### src/rtl/input_channel_fifo.sv
// DEPTH-entry router input channel FIFO with hop-field decode and switch-allocator request.
// Optional feature macro: HOP_DEC_EN (head packet is presented with its hop field decremented).
module input_channel_fifo #(
  parameter int DATA_W  = 64,
  parameter int DEPTH   = 4,
  parameter int HOP_MSB = 55,
  parameter int HOP_LSB = 48
) (
  input  logic                       clk,
  input  logic                       reset,
  input  logic [DATA_W-1:0]          di,
  input  logic                       WE,
  output logic                       full,
  input  logic                       grant,
  output logic [DATA_W-1:0]          packet,
  output logic                       request,
  output logic                       ToPE,
  output logic [$clog2(DEPTH):0]     count,
  output logic                       ovf
);

  localparam int AW = $clog2(DEPTH);
  localparam int CW = AW + 1;
  localparam int HW = HOP_MSB - HOP_LSB + 1;
  localparam logic [CW-1:0] FULL_CNT = CW'(DEPTH);
  localparam logic [CW-1:0] CNT_ONE  = {{(CW-1){1'b0}}, 1'b1};
  localparam logic [AW-1:0] PTR_ONE  = {{(AW-1){1'b0}}, 1'b1};
`ifdef HOP_DEC_EN
  localparam logic [HW-1:0] HOP_ONE  = {{(HW-1){1'b0}}, 1'b1};
`endif

  logic [DATA_W-1:0] mem_r [DEPTH];
  logic [AW-1:0]     wr_ptr_r;
  logic [AW-1:0]     rd_ptr_r;
  logic [CW-1:0]     count_r;
  logic              ovf_r;

  logic              full_s;
  logic              valid_s;
  logic              push_s;
  logic              pop_s;
  logic [DATA_W-1:0] head_s;
  logic [HW-1:0]     hop_s;

  // full depends only on registered count, so a same-cycle grant cannot open a slot
  assign full_s  = (count_r == FULL_CNT);
  assign valid_s = (count_r != {CW{1'b0}});
  assign push_s  = WE && !full_s;
  assign pop_s   = grant && valid_s;
  assign head_s  = mem_r[rd_ptr_r];
  assign hop_s   = head_s[HOP_MSB:HOP_LSB];

  // Pointer, occupancy and sticky overflow state
  always_ff @(posedge clk) begin
    if (!reset) begin
      wr_ptr_r <= {AW{1'b0}};
      rd_ptr_r <= {AW{1'b0}};
      count_r  <= {CW{1'b0}};
      ovf_r    <= 1'b0;
    end else begin
      if (push_s) begin
        wr_ptr_r <= wr_ptr_r + PTR_ONE;
      end
      if (pop_s) begin
        rd_ptr_r <= rd_ptr_r + PTR_ONE;
      end
      case ({push_s, pop_s})
        2'b10:   count_r <= count_r + CNT_ONE;
        2'b01:   count_r <= count_r - CNT_ONE;
        default: count_r <= count_r;
      endcase
      if (WE && full_s) begin
        ovf_r <= 1'b1;
      end
    end
  end

  // Packet storage; contents need no reset because occupancy gates every read
  always_ff @(posedge clk) begin
    if (reset && push_s) begin
      mem_r[wr_ptr_r] <= di;
    end
  end

  // Head presentation and local-PE decode from registered state
  always_comb begin
    packet = {DATA_W{1'b0}};
    ToPE   = 1'b0;
    if (valid_s) begin
      packet = head_s;
      ToPE   = (hop_s == {HW{1'b0}});
`ifdef HOP_DEC_EN
      if (hop_s != {HW{1'b0}}) begin
        packet[HOP_MSB:HOP_LSB] = hop_s - HOP_ONE;
      end else begin
        packet[HOP_MSB:HOP_LSB] = hop_s;
      end
`endif
    end else begin
      packet = {DATA_W{1'b0}};
      ToPE   = 1'b0;
    end
  end

  assign full    = full_s;
  assign request = valid_s;
  assign count   = count_r;
  assign ovf     = ovf_r;

endmodule

### config.mk
export PLATFORM = sky130hd
export DESIGN_NAME = input_channel_fifo
export DESIGN_NICKNAME = d
export VERILOG_FILES = /design/src/rtl/input_channel_fifo.sv
export SDC_FILE = /design/constraint.sdc
export NUM_CORES = 1
export LEC_CHECK = 0
export ABC_AREA = 1
export CELL_PAD_IN_SITES_DETAIL_PLACEMENT = 0
export CELL_PAD_IN_SITES_GLOBAL_PLACEMENT = 1
export CORE_ASPECT_RATIO = 0.75
export CORE_MARGIN = 2
export CORE_UTILIZATION = 48
export CTS_CLUSTER_SIZE = 12
export DETAILED_ROUTE_END_ITERATION = 10
export HOLD_SLACK_MARGIN = 0.1
export PLACE_DENSITY = 0.9
export SLEW_MARGIN = 20
export SYNTH_ARGS = -nofsm -noshare
export SYNTH_HDL_FRONTEND = slang
export SYNTH_SLANG_ARGS = --single-unit
### constraint.sdc
create_clock -name clk -period 10.9 [get_ports clk]
set_input_delay 2.18 -clock clk [delete_from_list [all_inputs] [get_ports clk]]
set_output_delay 2.18 -clock clk [all_outputs]
set_load 0.01 [all_outputs]
==> impl_metrics.toml <==
[synth]
synth_area_leaders = "edfxtp_1, nor2_1, o21ai_0, a21oi_1, dfxtp_1"
netlist.area_leader.share_pct = 73.9
postSynthAreaPerCell_sq_um = 12.5
synth.ff_latch_count = 266
synth-main-ff-cell = "edfxtp_1"
yosysSeqAreaShare_pct = 75.8
yosysUniqueCellTypes = 19
syn_area_sq_um = 10400
ys_warn_count = 0
synthCells = 834
synth-edff-count = 256
postSynth.asyncResetShare_pct = 0
syn-num-nets = 908
synth_top_cell_by_area = "edfxtp_1"

[power_and_ir_drop]
ir_worst_vdd_v = 0.000141
clock_power_share_pct = 28.2
p_switching_mw = 0.895
p_leak_nw = 4.31
switching_share_pct = 30.5
internal-power_mw = 2.04
seqPwrFrac_pct = 41.8
pwr-share-comb_pct = 30.1
powerDensity_nw_per_um2 = 230

[place]
port_buffers = 138
gp_congestion = 0.716
dp.cells = 1221
hpwl_um = 12000

[route]
first_pass_iters = 5
remaining_drc_errors = 0
ant_nets = 0
vias = 6593
drt_iter0_drc = 546
routed_wl_um = 22200
wl_per_cell_um = 17.5
via_per_inst = 5.21

[die]
pin_count = 139
core_area_sq_um = 21200
fp.dieH_um = 131
die_w_um = 174
design.die.area_sq_um = 22900
rows = 46
initial_core_util_pct = 49.1

[critical_path]
critPathArrivalTime_ns = 3.88
crit_required_ns = 8.72
slowest_delay_ns = 0.78
cp-end-kind = "output port"
critPathSlowestCell = "clkinv_2"
cp_max_fo = 70
start_kind = "flip-flop"
cpMostUsedCell = "nand2_1"
worst-setup-path-type = "reg -> out"
crit_chain = "clkinv_2 > buf_4 > nand2_1 > nand3_1 > nand2_1 > nand2_1 > nor2_1 > nand2_1 > nor2_1 > clkdlybuf4s50_1"

[clock_network]
cts.reportedPaths.clkPinSlew_ns = 0.06
cts_tree = "done"
htreeDepth = 1
clock_sinks = 266
cts_root_buf = "clkbuf_16"
clk_latency_ns = 0.53
clockBufferDepth = 3
numCtsBuffers = 27
cts_resized = 0
ctsHoldBuffers = 0
post-cts-setup-buffers = 0

[layout]
layout-drive-gt1-share_pct = 5.02
final_cell_count_no_fill = 1265
area_growth_syn_to_layout_pct = 22.9
diodes = 0
nets = 1036

[global_route]
grt_max_degree = 71
grt_pass1_vias = 6508
grt_pass1_wl_um = 35300
track_usage_pct = 19.4
grt-ovfl-total = 0
antenna_found_initial = 0

[sta]
fin_tns_setup_ns = 0
hold_viol = 0
tightest_slew_ns = 1.02
final.setup_skew_ns = 0.0123
final.period_utilization_pct = 55.6
max-slew-margin-rel_pct = 32.3
finalSetupViolations = 0
slew_viol_final = 0
rsz0062_at_grt = "no"
max_freq_mhz = 165
period_minus_slack_ns = 6.06

[run]
drv_cap = 0

[worst_hold_path]
hold_class = "reg -> reg"

[run_status]
outcome = "finished clean"
==> area by class of cell <==
class                           count  area (sq um)
Clock buffer                       39           721
Clock inverter                      5          56.3
Fill cell                        1717          8400
Inverter                           19          72.6
Multi-Input combinational cell    501          2230
Sequential cell                   266          7890
Tap cell                          288           360
Timing Repair Buffer              147          1450
==> synth_stat cells (2+ instances only) <==
library cell,number
a21oi_1,66
buf_1,5
buf_2,17
buf_4,9
clkbuf_1,16
dfxtp_1,10
edfxtp_1,256
ha_1,5
inv_1,17
inv_2,2
nand2_1,48
nand3_1,19
nor2_1,242
o21ai_0,117
==> layout by cell type, fill, tap and decap left out, drive strengths merged, types with 10 or more instances in the layout <==
| cell | netlist | routed |
|---|---|---|
| a21oi | 66 | 66 |
| clkbuf | 16 | 39 |
| clkdlybuf4s50 | 0 | 138 |
| dfxtp | 10 | 10 |
| edfxtp | 256 | 256 |
| inv | 19 | 20 |
| nand2 | 48 | 48 |
| nand3 | 19 | 19 |
| nor2 | 242 | 242 |
| o21ai | 118 | 118 |
==> layer usage <==
| layer | track usage [%] | part of all wire, % | vias to the layer above |
|---|---|---|---|
| li1 | - | - | 3184 |
| met1 | 27.7 | 44 | 3153 |
| met2 | 30.9 | 46 | 223 |
| met3 | 4.14 | 7.8 | 33 |
| met4 | 4.34 | 1.9 | 0 |
| met5 | 0 | 0 | - |
==> flip-flops by register name, summed over array words and instances (netlist names), named ones only <==
name      cells
count         3
wr_ptr_r      2
rd_ptr_r      2
ovf           1
mem_r       256
==> cell families (layout without fill, tap and decap cells) <==
kind of cell	after synthesis	after routing	synth area share, %
AND/OR/NAND/NOR	311	311	11.5
flip-flops	266	266	75.8
AO/OA/AOI/OAI	184	184	8.85
buffers and inverters	67	210	3.02
adder cells (fa/ha/maj)	6	6	0.794
==> worst paths after layout <==
kind | slack, ns | to | cells after the start | start
worst max-delay path | 4.84 | ToPE | 10 | flip-flop
worst min-delay path | 0.46 | ovf | 2 | ovf
worst max register to register | 8.03 | mem_r[2][47] | 5 | count[0]
worst min register to register | 0.46 | ovf | 2 | ovf
==> critical path, delay by kind of cell, from the launching register on <==
kind                   cells  cell delay [ns]
and+or+nand+nor            7             0.63
DFF                        1             0.76
buffers and inverters      3             1.90
==> power by group through the flow <==
| stage | clock network (mW) | logic (mW) | registers (mW) |
|---|---|---|---|
| 3_3_place_gp | 0 | 0.875 | 1.25 |
| 6_report | 0.827 | 0.882 | 1.23 |
| 2_1_floorplan | 0 | 0.482 | 1.22 |
| 4_1_cts | 0.843 | 0.890 | 1.23 |
| 3_5_place_dp | 0 | 0.883 | 1.25 |
| 5_1_grt | 0.884 | 0.971 | 1.23 |
==> through the flow <==
stage | utilization [%] | hold slack [ns] | cell area, sq um | worst slack (ns) | total power [mW]
6_report | 60.4 | 0.460 | 12800 | 4.84 | 2.93
5_1_grt | 60.4 | 0.480 | 12800 | 4.47 | 3.09
4_1_cts | 60.4 | 0.461 | 12800 | 4.79 | 2.96
3_5_place_dp | 56.7 | 0.449 | 12000 | 5.32 | 2.13
3_3_place_gp | 56.7 | 0.440 | 12000 | 5.38 | 2.12
2_1_floorplan | - | 0.433 | 10400 | 5.42 | 1.71
(Power assumes the default switching activity.)
